==> config.mk <==
export PLATFORM = sky130hd
export DESIGN_NAME = inst_encoder_flat
export DESIGN_NICKNAME = d
export VERILOG_FILES = /design/src/rtl/inst_enc_pkg.sv /design/src/rtl/inst_encoder_if.sv /design/src/rtl/inst_enc_fifo.sv /design/src/rtl/inst_encoder.sv /design/src/flat_wrapper.sv
export SDC_FILE = /design/constraint.sdc
export NUM_CORES = 1
export LEC_CHECK = 0
export BUFFER_PORTS_ARGS = -buffer_cell sky130_fd_sc_hd__buf_4
export CAP_MARGIN = 20
export CORE_MARGIN = 2
export CORE_UTILIZATION = 55
export CTS_CLUSTER_SIZE = 16
export DETAILED_ROUTE_END_ITERATION = 8
export PLACE_DENSITY = 0.8
export SYNTH_ARGS = -nofsm -noshare
export SYNTH_HDL_FRONTEND = slang
export SYNTH_HIERARCHICAL = 1
export SYNTH_SLANG_ARGS = --single-unit
==> constraint.sdc <==
create_clock -name clk -period 4.51 [get_ports clk]
set_clock_uncertainty 0.1 [all_clocks]
set_input_delay 0.6765 -clock clk [delete_from_list [all_inputs] [get_ports clk]]
set_output_delay 0.6765 -clock clk [all_outputs]
set_load 0.01 [all_outputs]
==> src/rtl/inst_enc_pkg.sv <==
// Shared opcode constants, format classification and the NOP word for the
// instruction encoder used on the debug/boot instruction-injection path.
package inst_enc_pkg;

    localparam logic [4:0] OPC_OP     = 5'b01100;
    localparam logic [4:0] OPC_OP_IMM = 5'b00100;
    localparam logic [4:0] OPC_LOAD   = 5'b00000;
    localparam logic [4:0] OPC_STORE  = 5'b01000;
    localparam logic [4:0] OPC_BRANCH = 5'b11000;
    localparam logic [4:0] OPC_JAL    = 5'b11011;
    localparam logic [4:0] OPC_JALR   = 5'b11001;
    localparam logic [4:0] OPC_LUI    = 5'b01101;
    localparam logic [4:0] OPC_AUIPC  = 5'b00101;
    localparam logic [4:0] OPC_SYSTEM = 5'b11100;
    localparam logic [4:0] OPC_AMO    = 5'b01011;

    localparam logic [31:0] INST_NOP = 32'h0000_0013;

    typedef enum logic [2:0] {
        FMT_R,
        FMT_I,
        FMT_S,
        FMT_B,
        FMT_U,
        FMT_J,
        FMT_BAD
    } inst_fmt_e;

    function automatic inst_fmt_e fmt_of(input logic [4:0] opc);
        inst_fmt_e f;
        case (opc)
            OPC_OP, OPC_AMO:                                 f = FMT_R;
            OPC_OP_IMM, OPC_LOAD, OPC_JALR, OPC_SYSTEM:      f = FMT_I;
            OPC_STORE:                                       f = FMT_S;
            OPC_BRANCH:                                      f = FMT_B;
            OPC_LUI, OPC_AUIPC:                              f = FMT_U;
            OPC_JAL:                                         f = FMT_J;
            default:                                         f = FMT_BAD;
        endcase
        return f;
    endfunction

endpackage

==> src/rtl/inst_encoder_if.sv <==
// Field-bundle input and encoded-word output handshakes of the instruction
// encoder; master is the producer/consumer side, slave is the encoder.
interface inst_encoder_if;

    logic        in_valid;
    logic        in_ready;
    logic [4:0]  in_opcode;
    logic [2:0]  in_func3;
    logic [4:0]  in_func5;
    logic        in_fun7;
    logic [4:0]  in_rs1_index;
    logic [4:0]  in_rs2_index;
    logic [4:0]  in_rd_index;
    logic [31:0] in_imm;
    logic        out_valid;
    logic        out_ready;
    logic [31:0] out_inst;
    logic        out_illegal;

    modport master (
        output in_valid, in_opcode, in_func3, in_func5, in_fun7,
               in_rs1_index, in_rs2_index, in_rd_index, in_imm, out_ready,
        input  in_ready, out_valid, out_inst, out_illegal
    );

    modport slave (
        input  in_valid, in_opcode, in_func3, in_func5, in_fun7,
               in_rs1_index, in_rs2_index, in_rd_index, in_imm, out_ready,
        output in_ready, out_valid, out_inst, out_illegal
    );

endinterface

==> src/rtl/inst_enc_fifo.sv <==
// Generic DEPTH-entry synchronous FIFO; when empty the read port keeps
// presenting the last popped word (RST_DATA after reset).
module inst_enc_fifo #(
    parameter  int                DEPTH    = 2,
    parameter  int                WIDTH    = 33,
    parameter  logic [WIDTH-1:0]  RST_DATA = '0,
    localparam int                PTR_W    = $clog2(DEPTH)
) (
    input  logic             clk,
    input  logic             rst_n,
    input  logic             push,
    input  logic [WIDTH-1:0] push_data,
    input  logic             pop,
    output logic [WIDTH-1:0] rd_data,
    output logic             empty,
    output logic [PTR_W:0]   count
);

    logic [WIDTH-1:0] mem [DEPTH];
    logic [WIDTH-1:0] last_pop;
    logic [PTR_W-1:0] wr_ptr;
    logic [PTR_W-1:0] rd_ptr;
    logic             full;
    logic             push_ok;
    logic             pop_ok;

    assign empty   = (count == '0);
    assign full    = (count == (PTR_W+1)'(DEPTH));
    assign pop_ok  = pop && !empty;
    assign push_ok = push && (!full || pop_ok);
    assign rd_data = empty ? last_pop : mem[rd_ptr];

    // Storage carries no reset; occupancy decides what is visible.
    always_ff @(posedge clk) begin
        if (push_ok) begin
            mem[wr_ptr] <= push_data;
        end
    end

    always_ff @(posedge clk or negedge rst_n) begin
        if (!rst_n) begin
            wr_ptr   <= '0;
            rd_ptr   <= '0;
            count    <= '0;
            last_pop <= RST_DATA;
        end else begin
            if (push_ok) begin
                wr_ptr <= wr_ptr + PTR_W'(1);
            end
            if (pop_ok) begin
                rd_ptr   <= rd_ptr + PTR_W'(1);
                last_pop <= mem[rd_ptr];
            end
            case ({push_ok, pop_ok})
                2'b10:   count <= count + (PTR_W+1)'(1);
                2'b01:   count <= count - (PTR_W+1)'(1);
                default: count <= count;
            endcase
        end
    end

endmodule

==> src/rtl/inst_encoder.sv <==
// Assembles RV32I/A instruction words from decoded fields and queues them.
// Define INST_ENC_IMM_CHECK_EN to flag out-of-range or misaligned immediates.
module inst_encoder
    import inst_enc_pkg::*;
#(
    parameter  int DEPTH = 2,
    localparam int PTR_W = $clog2(DEPTH)
) (
    input  logic           clk,
    input  logic           rst_n,
    inst_encoder_if.slave  bus,
    output logic [PTR_W:0] count
);

    inst_fmt_e   fmt;
    logic [31:0] enc_inst;
    logic        enc_illegal;
    logic        imm_bad;
    logic        is_shift;
    logic        fifo_empty;
    logic [32:0] fifo_rd;
    logic        push;
    logic        pop;

    assign fmt      = fmt_of(bus.in_opcode);
    assign is_shift = (bus.in_opcode == OPC_OP_IMM) &&
                      ((bus.in_func3 == 3'b001) || (bus.in_func3 == 3'b101));

`ifdef INST_ENC_IMM_CHECK_EN
    function automatic logic imm_invalid(input inst_fmt_e f, input logic shift,
                                         input logic [31:0] imm);
        logic signed [31:0] s;
        logic               bad;
        s = signed'(imm);
        case (f)
            FMT_I:   bad = shift ? (imm > 32'd31) : ((s < -32'sd2048) || (s > 32'sd2047));
            FMT_S:   bad = (s < -32'sd2048) || (s > 32'sd2047);
            FMT_B:   bad = (s < -32'sd4096) || (s > 32'sd4094) || imm[0];
            FMT_J:   bad = (s < -32'sd1048576) || (s > 32'sd1048574) || imm[0];
            FMT_U:   bad = (imm[11:0] != 12'h000);
            default: bad = 1'b0;
        endcase
        return bad;
    endfunction

    assign imm_bad = imm_invalid(fmt, is_shift, bus.in_imm);
`else
    assign imm_bad = 1'b0;
`endif

    always_comb begin
        enc_inst    = INST_NOP;
        enc_illegal = 1'b0;
        case (fmt)
            FMT_R: begin
                if (bus.in_opcode == OPC_AMO) begin
                    enc_inst = {bus.in_func5, 2'b00, bus.in_rs2_index, bus.in_rs1_index,
                                bus.in_func3, bus.in_rd_index, bus.in_opcode, 2'b11};
                end else begin
                    enc_inst = {1'b0, bus.in_fun7, 5'b0, bus.in_rs2_index, bus.in_rs1_index,
                                bus.in_func3, bus.in_rd_index, bus.in_opcode, 2'b11};
                end
            end
            FMT_I: begin
                if (is_shift) begin
                    enc_inst = {1'b0, bus.in_fun7, 5'b0, bus.in_imm[4:0], bus.in_rs1_index,
                                bus.in_func3, bus.in_rd_index, bus.in_opcode, 2'b11};
                end else begin
                    enc_inst = {bus.in_imm[11:0], bus.in_rs1_index,
                                bus.in_func3, bus.in_rd_index, bus.in_opcode, 2'b11};
                end
            end
            FMT_S: enc_inst = {bus.in_imm[11:5], bus.in_rs2_index, bus.in_rs1_index,
                               bus.in_func3, bus.in_imm[4:0], bus.in_opcode, 2'b11};
            FMT_B: enc_inst = {bus.in_imm[12], bus.in_imm[10:5], bus.in_rs2_index,
                               bus.in_rs1_index, bus.in_func3, bus.in_imm[4:1],
                               bus.in_imm[11], bus.in_opcode, 2'b11};
            FMT_U: enc_inst = {bus.in_imm[31:12], bus.in_rd_index, bus.in_opcode, 2'b11};
            FMT_J: enc_inst = {bus.in_imm[20], bus.in_imm[10:1], bus.in_imm[11],
                               bus.in_imm[19:12], bus.in_rd_index, bus.in_opcode, 2'b11};
            default: enc_illegal = 1'b1;
        endcase
        // Any rejected bundle is replaced by a harmless NOP so IF never sees junk.
        if (enc_illegal || imm_bad) begin
            enc_inst    = INST_NOP;
            enc_illegal = 1'b1;
        end
    end

    assign bus.in_ready    = (count < (PTR_W+1)'(DEPTH)) || bus.out_ready;
    assign bus.out_valid   = !fifo_empty;
    assign bus.out_inst    = fifo_rd[31:0];
    assign bus.out_illegal = fifo_rd[32];
    assign push            = bus.in_valid && bus.in_ready;
    assign pop             = bus.out_valid && bus.out_ready;

    inst_enc_fifo #(
        .DEPTH    (DEPTH),
        .WIDTH    (33),
        .RST_DATA ({1'b0, INST_NOP})
    ) u_fifo (
        .clk       (clk),
        .rst_n     (rst_n),
        .push      (push),
        .push_data ({enc_illegal, enc_inst}),
        .pop       (pop),
        .rd_data   (fifo_rd),
        .empty     (fifo_empty),
        .count     (count)
    );

endmodule

==> src/flat_wrapper.sv <==
// flat-port wrapper written by rule: the top's interface ports become plain ports
module inst_encoder_flat import inst_enc_pkg::*;
#(
    parameter  int DEPTH = 2,
    localparam int PTR_W = $clog2(DEPTH)
)
  (clk, rst_n, count, bus_in_valid, bus_in_opcode, bus_in_func3, bus_in_func5, bus_in_fun7, bus_in_rs1_index, bus_in_rs2_index, bus_in_rd_index, bus_in_imm, bus_out_ready, bus_in_ready, bus_out_valid, bus_out_inst, bus_out_illegal);
  inst_encoder_if bus_i ();
  input  logic clk;
  input  logic rst_n;
  output logic [PTR_W:0] count;
  input wire logic [$bits(bus_i.in_valid)-1:0] bus_in_valid;
  input wire logic [$bits(bus_i.in_opcode)-1:0] bus_in_opcode;
  input wire logic [$bits(bus_i.in_func3)-1:0] bus_in_func3;
  input wire logic [$bits(bus_i.in_func5)-1:0] bus_in_func5;
  input wire logic [$bits(bus_i.in_fun7)-1:0] bus_in_fun7;
  input wire logic [$bits(bus_i.in_rs1_index)-1:0] bus_in_rs1_index;
  input wire logic [$bits(bus_i.in_rs2_index)-1:0] bus_in_rs2_index;
  input wire logic [$bits(bus_i.in_rd_index)-1:0] bus_in_rd_index;
  input wire logic [$bits(bus_i.in_imm)-1:0] bus_in_imm;
  input wire logic [$bits(bus_i.out_ready)-1:0] bus_out_ready;
  output wire logic [$bits(bus_i.in_ready)-1:0] bus_in_ready;
  output wire logic [$bits(bus_i.out_valid)-1:0] bus_out_valid;
  output wire logic [$bits(bus_i.out_inst)-1:0] bus_out_inst;
  output wire logic [$bits(bus_i.out_illegal)-1:0] bus_out_illegal;
  assign bus_i.in_valid = bus_in_valid;
  assign bus_i.in_opcode = bus_in_opcode;
  assign bus_i.in_func3 = bus_in_func3;
  assign bus_i.in_func5 = bus_in_func5;
  assign bus_i.in_fun7 = bus_in_fun7;
  assign bus_i.in_rs1_index = bus_in_rs1_index;
  assign bus_i.in_rs2_index = bus_in_rs2_index;
  assign bus_i.in_rd_index = bus_in_rd_index;
  assign bus_i.in_imm = bus_in_imm;
  assign bus_i.out_ready = bus_out_ready;
  assign bus_in_ready = bus_i.in_ready;
  assign bus_out_valid = bus_i.out_valid;
  assign bus_out_inst = bus_i.out_inst;
  assign bus_out_illegal = bus_i.out_illegal;
  inst_encoder #(.DEPTH(DEPTH)) u_core (.clk(clk), .rst_n(rst_n), .bus(bus_i), .count(count));
endmodule
* Word level (Yosys, flattened, before mapping) *
Memories as Yosys holds them, arrays and structs flattened.
Cells that the tools add are included.

cells by class
  reductions and logical operators = 14
  shift-type cells = 0
  multipliers = 0
  div/mod/pow operators = 0
  order comparisons = 1
  equal/unequal tests = 12
  muxes and demuxes = 9
  bitwise operators = 0
  $add $sub $neg = 4

operators by type and width
  operator                                                             number
  32-bit case mux with 6 select lines                                  1
  32-bit two-way mux                                                   3
  33-bit two-way mux                                                   1
  3-bit == test (second input constant)                                3
  3-bit by 1-bit == test with 1-bit output (second input constant)     2
  3-bit by 2-bit == test with 1-bit output (second input constant)     2
  6-bit OR reduction                                                   1
  5-bit by 3-bit == test with 1-bit output (second input constant)     1
  5-bit by 4-bit == test with 1-bit output (second input constant)     1
  1-bit logical AND                                                    5
  2-bit == test (second input constant)                                2
  2-bit case mux with 2 select lines                                   1
  3-bit logical NOT                                                    1
  1-bit logical OR                                                     3
  1-bit two-way mux                                                    3
  1-bit adder (second input constant)                                  2
  2-bit by 1-bit adder with 2-bit output (second input constant)       1
  2-bit by 1-bit == test with 1-bit output (second input constant)     1
  1-bit logical NOT                                                    2
  2-bit logical NOT                                                    1
  2-bit < comparator (second input constant)                           1
  2-bit nonzero test                                                   1
  2-bit by 1-bit subtractor with 2-bit output (second input constant)  1

storage, ports and cells
  memory bits (writable) = 66
  register bits after elaboration = 37
  memories kept = 2
  output and inout bits = 37
  word-level logic and storage cells = 46
  latch bits = 0
  memory bits (read-only) = 96

memory list
  memory             words  bits a word  read ports  clocked after Yosys merged registers in  write ports  line                 text
  (no name shown)    32     3            1           0                                        0            inst_enc_pkg.sv:31   case (opc)
  u_core.u_fifo.mem  2      33           1           0                                        1            inst_enc_fifo.sv:19  logic [WIDTH-1:0] mem [DEPTH];

* Logic depth before layout (Yosys ltp) *
Gate-level depths: netlist (run 1).

  depth in word-level cells = 8
  depth in mapped cells = 10
  depth with buffers taken out = 7

* Modules after synthesis *
The synthesis (run 1) kept the hierarchy.

by module, submodules not included
  module         sequential area each (µm²)  instances  area each (µm²)  cells each
  inst_enc_fifo  2911.5                      1          4184.0           306
  inst_encoder   0.0                         1          908.4            147

* Least setup slack after synthesis (run 1) *
Ideal clock, no wire load.

  path type = register to register
  start = register u_core.u_fifo.count[0]
  end = memory u_core.u_fifo.mem[0][0], enable pin
  setup slack = 1.192 ns
  stages on the path, launching flop included = 9
  arrival time = 2.795 ns
  data required time = 3.987 ns
  clock period less this slack = 3.318 ns
  path buffers = 2
  path through = dfrtp_1 > or2_1 > buf_2 > buf_6 > inv_2 > nor2b_1 > or3b_1 > nand2_1 > nor2_1

on the way
  word-level cells in the longest chain between the ends = 8
  elaborated cells on any way between the ends = 13
  those cells by class = 1 x order compare; 1 x eq/ne; 2 x mux; 9 x reduce/logical

ends and longest elaborated chain
  element                                  line                 text
  from (decl)                              inst_enc_fifo.sv:16  output logic [PTR_W:0] count
  from (signal assigned)                   inst_enc_fifo.sv:55  2'b10: count <= count + (PTR_W+1)'(1);
  from (signal assigned)                   inst_enc_fifo.sv:56  2'b01: count <= count - (PTR_W+1)'(1);
  from (signal assigned)                   inst_enc_fifo.sv:57  default: count <= count;
  2-bit logical NOT                        inst_enc_fifo.sv:27  assign empty = (count == '0);
  via u_core.fifo_empty                    inst_encoder.sv:20   logic fifo_empty;
  1-bit logical NOT                        inst_encoder.sv:91   assign bus.out_valid = !fifo_empty;
  1-bit logical AND                        inst_encoder.sv:95   assign pop = bus.out_valid && bus.out_ready;
  via u_core.pop                           inst_encoder.sv:23   logic pop;
  1-bit logical AND                        inst_enc_fifo.sv:29  assign pop_ok = pop && !empty;
  1-bit logical OR                         inst_enc_fifo.sv:30  assign push_ok = push && (!full || pop_ok);
  1-bit logical AND                        inst_enc_fifo.sv:30
  1-bit two-way mux                        inst_enc_fifo.sv:35  if (push_ok) begin
  1-bit two-way mux (implied by the code)  inst_enc_fifo.sv:36  mem[wr_ptr] <= push_data;
  to (decl)                                inst_enc_fifo.sv:19

The timed path passes the listed nets, and every way through them passes these cells.

* Worst setup path after layout (run 1) *
  start = register u_core.u_fifo.count[0]
  end = output bus_out_inst[12]

on the way
  word-level cells in the longest chain between the ends = 2

ends and longest elaborated chain
  element             line                 text
  2-bit logical NOT   inst_enc_fifo.sv:27
  33-bit two-way mux  inst_enc_fifo.sv:31  assign rd_data = empty ? last_pop : mem[rd_ptr];
  to (decl)           flat_wrapper.sv:24   output wire logic [$bits(bus_i.out_inst)-1:0] bus_out_inst;

No other way between the ends.

==> results of run 1 <==
## final timing paths
path                                              endpoint  slack [ps]  cells past startpoint
worst max-delay path                      bus_out_inst[12]        1350                      5
worst min-delay path             u_core/u_fifo/last_pop[6]         180                      1
worst max register to register     u_core/u_fifo/mem[0][5]        1770                      7
worst min register to register  u_core/u_fifo/last_pop[17]         390                      2
max in group asynchronous             u_core/u_fifo/rd_ptr        3760                      1
min in group clk                u_core/u_fifo/last_pop[17]         390                      2
## layout make-up
| class | instances | area (µm²) |
|---|---|---|
| clock inverter | 7 | 100 |
| sequential | 103 | 2910 |
| inverter | 10 | 37.5 |
| tap | 111 | 139 |
| multi-input combinational | 314 | 1960 |
| clock buffer | 9 | 124 |
| fill | 708 | 3040 |
| timing repair buffer | 106 | 796 |
## cells by family (layout without fill, tap and decap cells)
family,Yosys count,count (layout),synth area share [%]
AO/OA/AOI/OAI,106,106,14.1
XOR/XNOR,2,2,0.344
adder cells (fa/ha/maj),5,5,1.23
buffers and inverters,39,132,4.91
flip-flops,103,103,57.2
multiplexers,42,42,8.53
other,1,4,0.0736
AND/OR/NAND/NOR,155,155,13.6
## per-stage QoR
stage | cell area [µm²] | worst slack [ps] | std cells | hold WS, ps | utilization (%)
3_5_place_dp | 5840 | 1440 | 644 | 371 | 64.1
3_3_place_gp | 5840 | 1530 | 644 | 362 | 64.1
4_1_cts | 6060 | 1330 | 660 | 184 | 66.6
6_report | 6060 | 1350 | 660 | 178 | 66.6
2_1_floorplan | 5100 | 1190 | 456 | 281 | -
5_1_grt | 6060 | 1180 | 660 | 199 | 66.6
## power groups by stage
stage | clock, mW | combinational [mW] | sequential [mW]
CTS | 0.638 | 1.72 | 1.55
global route | 0.677 | 1.87 | 1.59
finish | 0.626 | 1.71 | 1.55
floorplan | 0 | 1.20 | 1.47
global placement | 0 | 1.67 | 1.56
detailed placement | 0 | 1.72 | 1.58
## sequential cells by signal, summed over array words and instances (netlist names)
register                flops
u_core/u_fifo/mem          66
u_core/u_fifo/last_pop     33
u_core/u_fifo/wr_ptr        1
u_core/u_fifo/rd_ptr        1
u_core/u_fifo/count         2
## metal layers
metal  vias to the layer above  GRT usage (%)
li1                       1797              -
met1                      1735           31.6
met2                       148           34.6
met3                        12           3.27
met4                         0           6.95
met5                         -              0
## layout by cell type (no fill, tap or decap), types with 2 or more instances in the layout
cell type  count
xnor2_1        2
nand2_1       63
nand4_1        3
o2bb2ai_1      4
clkbuf_8       9
mux2_2         4
o21ai_0       35
o22ai_1        4
mux2i_1       36
buf_4        106
inv_6          3
or2_2          3
dfstp_2        3
a21oi_1       11
a22oi_1        5
nor2b_1        2
dfrtp_1       33
inv_1          9
nand2b_1       4
bufinv_16      2
nand3_1       19
o211ai_1       4
conb_1         4
edfxtp_1      66
ha_1           5
nor2_1        46
a21oi_2       30
## cells in the mapped netlist, types with 2 or more instances
| cell | count | share of area, % |
|---|---|---|
| a21oi_1 | 11 | 1.1 |
| a21oi_2 | 30 | 5.2 |
| a22oi_1 | 5 | 0.74 |
| buf_2 | 8 | 0.79 |
| buf_4 | 9 | 1.3 |
| buf_6 | 8 | 1.8 |
| clkbuf_1 | 4 | 0.29 |
| dfrtp_1 | 34 | 17 |
| dfstp_2 | 3 | 1.5 |
| edfxtp_1 | 66 | 39 |
| ha_1 | 5 | 1.2 |
| inv_1 | 9 | 0.66 |
| mux2_2 | 4 | 0.88 |
| mux2i_1 | 36 | 7.1 |
| nand2_1 | 63 | 4.6 |
| nand2b_1 | 4 | 0.49 |
| nand3_1 | 19 | 1.9 |
| nand4_1 | 3 | 0.37 |
| nor2_1 | 47 | 3.5 |
| nor2b_1 | 2 | 0.25 |
| o211ai_1 | 4 | 0.59 |
| o21ai_0 | 35 | 3.4 |
| o21ai_1 | 2 | 0.20 |
| o22ai_1 | 4 | 0.49 |
| o2bb2ai_1 | 4 | 0.69 |
| or2_1 | 2 | 0.25 |
| or2_2 | 2 | 0.25 |
| xnor2_1 | 2 | 0.34 |
## worst register-to-register path, cell delays in order (launching register included)
cell     delay (ps)
dfrtp_1         530
or2_2           400
inv_2            90
nor2b_1         430
or3b_1          210
nand2_1          90
nor2_2          100
buf_4           410
==> results.sh, run 1 <==
export IMPL_critPathRequiredTime_ps=3730
export IMPL_hold_class="input pin to async pin"
export IMPL_worst_pin_slew_ps=1050
export IMPL_grt_max_degree=68
export IMPL_gp_congestion=0.946
export IMPL_nets=614
export IMPL_cp_buffers_inverters=2
export IMPL_synth_seq_cells=103
export IMPL_synthArstFlopShare_pct=35.9
export IMPL_portBuffers=101
export IMPL_first_global_vias=3476
export IMPL_synth_cell_type_count=56
export IMPL_overflow=0
export IMPL_drive_gt1_share_pct=31.5
export IMPL_power_frac_seq_pct=40.0
export IMPL_synth_edf_count=66
export IMPL_ys_seq_area_share_pct=57.2
export IMPL_num_io_pins=102
export IMPL_relSlewSlack_pct=28.9
export IMPL_dp_hpwl_um=7580
export IMPL_top_layer_used="met4"
export IMPL_dieArea_um2=10000
export IMPL_first_pass_iters=4
export IMPL_core_um2=9110
export IMPL_grt_pass1_wl_um=17000
export IMPL_cp_end_kind="primary output"
export IMPL_p_switching_mw=1.47
export IMPL_avgSynthCellArea_um2=11.2
export IMPL_drt_total_wl_um=10700
export IMPL_ys_warn_count=6
export IMPL_synth_area_um2=5090
export IMPL_maxSlewViolCount=0
export IMPL_antenna_left=0
export IMPL_clock_latency_ps=360
export IMPL_power_frac_comb_pct=43.9
export IMPL_cts_resized_gates=0
export IMPL_cts_buffer_depth=2
export IMPL_via_per_inst=5.59
export IMPL_setup_worst_path_start="u_core/u_fifo/count[0]"
export IMPL_hold_viol_final=0
export IMPL_m1WireLength_um=4790
export IMPL_crit_arrival_ps=2380
export IMPL_worst_path_most_repeated_cell="buf_4"
export IMPL_cts_sinks=103
export IMPL_rr_startpoint="u_core/u_fifo/count[0]"
export IMPL_path_delay_family="buffers and inverters"
export IMPL_wl_per_cell_um=16.3
export IMPL_setup_tns_ps=0
export IMPL_start_util_pct=55.9
export IMPL_cap_violations=0
export IMPL_finalPower_mw=3.89
export IMPL_cts_root_buf="clkbuf_8"
export IMPL_num_rows=35
export IMPL_ys_dominant_reg_cell="edfxtp_1"
export IMPL_grt_usage_pct=21.9
export IMPL_postCtsHoldBufs=0
export IMPL_outcome="completed"
export IMPL_htree_levels=3
export IMPL_met2_length_um=5160
export IMPL_pwr_share_clk_pct=16.1
export IMPL_startpoint_type="flip-flop"
export IMPL_setup_viol=0
export IMPL_power_internal_mw=2.42
export IMPL_finalCriticalPeriod_ps=3160
export IMPL_die_h_um=100
export IMPL_timing_worst_setup_path_type="flip-flop to primary output"
export IMPL_p_sw_share_pct=37.7
export IMPL_fin_crit_sh_pct=70.0
export IMPL_drtIter0Drc=187
export IMPL_syn_to_final_growth_pct=19.1
export IMPL_met3WireLength_um=661
export IMPL_powerDensity_nw_per_um2=641
export IMPL_path_clk_slew_ps=100
export IMPL_die_x_um=100
export IMPL_rsz0062_at_grt="no"
export IMPL_post_cts_buffers=0
export IMPL_drc=0
export IMPL_antenna_found_initial=0
export IMPL_diodes=0
export IMPL_path_max_fanout=54
export IMPL_max_clock_freq_ghz=0.317
export IMPL_crit_chain="or2_2, buf_4, nor2_1, a21oi_2, buf_4"
export IMPL_vdd_drop_max_mv=0.265
export IMPL_cts_buffers=9
export IMPL_cp_slowest_cell="buf_4"
export IMPL_syn_inst=453
export IMPL_slowest_delay_ps=610
export IMPL_cts_tree="yes"
export IMPL_leakagePower_nw=2.59
export IMPL_num_vias=3692
Note: power is estimated with default switching activity, not from simulation.
==> run 2: changes to the inputs <==
--- a/config.mk
+++ b/config.mk
@@ -8,10 +8,10 @@
 export BUFFER_PORTS_ARGS = -buffer_cell sky130_fd_sc_hd__buf_4
 export CAP_MARGIN = 20
 export CORE_MARGIN = 2
-export CORE_UTILIZATION = 55
+export CORE_UTILIZATION = 50
 export CTS_CLUSTER_SIZE = 16
 export DETAILED_ROUTE_END_ITERATION = 8
-export PLACE_DENSITY = 0.8
+export PLACE_DENSITY = 0.76
 export SYNTH_ARGS = -nofsm -noshare
 export SYNTH_HDL_FRONTEND = slang
 export SYNTH_HIERARCHICAL = 1
==> constraint.sdc (replaced) <==
create_clock -name clk -period 2.8 [get_ports clk]
set_clock_uncertainty 0.1 [all_clocks]
set_input_delay 0.42 -clock clk [delete_from_list [all_inputs] [get_ports clk]]
set_output_delay 0.42 -clock clk [all_outputs]
set_load 0.01 [all_outputs]
==> run 2 against run 1 <==
Setup slack worse by 1100 ps. Register-to-register slack worse by 1400 ps. Non-clock buffer count up 10. Design area up 2.2%.
==> results.sh, run 2 (synthesized netlist as in run 1, its figures left out) <==
export IMPL_die_h_um=105
export IMPL_grt_max_degree=67
export IMPL_num_rows=36
export IMPL_cp_slowest_cell="dfrtp_1"
export IMPL_rsz0062_at_grt="no"
export IMPL_start_util_pct=51.9
export IMPL_post_cts_buffers=0
export IMPL_cts_buffer_depth=2
export IMPL_dp_cells=674
export IMPL_num_vias=3695
export IMPL_wl_per_cell_um=16.2
export IMPL_first_global_vias=3740
export IMPL_largest_register="u_core/u_fifo/mem"
export IMPL_startpoint_type="flip-flop"
export IMPL_cp_end_kind="primary output"
export IMPL_powerDensity_nw_per_um2=1010
export IMPL_htree_levels=3
export IMPL_num_fill_cells=822
export IMPL_grt_pass1_wl_um=18400
export IMPL_ff_latch_area_um2=2910
export IMPL_final_cells=692
export IMPL_relSlewSlack_pct=61.2
export IMPL_nets=624
export IMPL_finalCriticalPeriod_ps=2510
export IMPL_gp_congestion=0.893
export IMPL_path_max_fanout=66
export IMPL_first_pass_iters=4
export IMPL_vdd_drop_max_mv=0.877
export IMPL_clock_latency_ps=360
export IMPL_cts_tree="yes"
export IMPL_cts_sinks=103
export IMPL_portBuffers=101
export IMPL_drt_total_wl_um=11200
export IMPL_max_clock_freq_ghz=0.399
export IMPL_outcome="completed"
export IMPL_dp_hpwl_um=8180
export IMPL_mostFrequentLayoutCells="buf_4 (111), edfxtp_1 (66), nand2_1 (63), nor2_1 (46), mux2i_1 (36)"
export IMPL_diodes=0
export IMPL_num_io_pins=102
export IMPL_core_um2=9820
export IMPL_fin_crit_sh_pct=89.6
export IMPL_crit_chain="or2_2, buf_6, nor2_1, a21oi_1, buf_4"
export IMPL_hold_viol_final=0
export IMPL_via_per_inst=5.34
export IMPL_slowest_delay_ps=530
export IMPL_die_x_um=105
export IMPL_overflow=0
export IMPL_antenna_left=0
export IMPL_drtIter0Drc=229
export IMPL_largest_reg_flops=66
export IMPL_timing_final_ws_setup_ps=291
export IMPL_cts_root_buf="clkbuf_8"
export IMPL_path_clk_slew_ps=90
export IMPL_setup_tns_ps=0
export IMPL_cts_buffers=9
export IMPL_maxSlewViolCount=0
export IMPL_drc=0
export IMPL_hold_class="input pin to flip-flop"
export IMPL_grt_usage_pct=21.4
export IMPL_multi_input_area_um2=1960
export IMPL_worst_pin_slew_ps=579
export IMPL_antenna_found_initial=0
export IMPL_leakagePower_nw=2.64
export IMPL_dieArea_um2=11000
export IMPL_drive_gt1_share_pct=32.4
export IMPL_pre_cts_slack_ps=316
export IMPL_cap_violations=0
export IMPL_critPathRequiredTime_ps=2280
export IMPL_setup_viol=0
export IMPL_reg_top3="u_core/u_fifo/mem (66), u_core/u_fifo/last_pop (33), u_core/u_fifo/count (2)"
export IMPL_syn_to_final_growth_pct=21.7
export IMPL_timing_worst_setup_path_type="flip-flop to primary output"
export IMPL_final_common_cell="buf_4"
export IMPL_crit_arrival_ps=1990
==> run 2: timing repair <==
action	4_1_cts	5_1_grt
endpoints found under the hold margin	34	0
endpoints found under the setup margin	0	20
hold buffers	1	0
gates resized for setup	0	1
==> run 2: final timing paths <==
check	start	end	slack, ps	depth (start not counted)
setup / recovery	u_core/u_fifo/count[0]	bus_out_inst[20]	290	5
hold / removal	bus_in_rs1_index[3]	u_core/u_fifo/mem[0][18]	260	3
setup reg to reg	u_core/u_fifo/count[0]	u_core/u_fifo/mem[1][22]	370	6
hold reg to reg	u_core/u_fifo/last_pop[0]	u_core/u_fifo/last_pop[0]	380	2
max in group asynchronous	rst_n	u_core/u_fifo/rd_ptr	1740	2
min in group asynchronous	rst_n	u_core/u_fifo/last_pop[14]	490	2
==> run 2: cell type report <==
type | count | area share [%]
Inverter | 10 | 0.606
Clock buffer | 10 | 2.22
Timing Repair Buffer | 116 | 14.9
Sequential cell | 103 | 47.0
Tap cell | 133 | 2.69
Multi-Input combinational cell | 314 | 31.6
Clock inverter | 6 | 0.969
==> run 2: metal layers <==
layer	share of wire (%)	routed length (µm)	track usage, %	vias up
met5	0	0	0	-
li1	-	-	-	1815
met2	49	5510	34.8	144
met1	43	4830	28.7	1719
met4	1.7	191	7.43	0
met3	6.4	717	4.12	17
==> run 2: critical path: cells and delay by family (launching register included) <==
kind / cells / cell delay [ps]
buffers and inverters: 2 / 620
AND/OR/NAND/NOR: 2 / 280
AO/OA/AOI/OAI: 1 / 190
flip-flops: 1 / 530
==> run 2: through the flow <==
step	total power, mW	area (µm²)	utilization [%]	hold slack, ps
after floorplan	4.29	5110	-	24.4
after global placement	5.29	5960	60.7	318
after detailed placement	5.39	5960	60.7	322
after CTS	6.30	6170	62.8	239
after global routing	6.71	6200	63.1	258
final	6.28	6200	63.1	259
==> run 2: power breakdown <==
part	internal, mW	total, mW	switching (mW)
sequential	2.17	2.40	0.231
clock	0.433	0.917	0.483
combinational	1.30	2.96	1.66
total	3.91	6.28	2.37
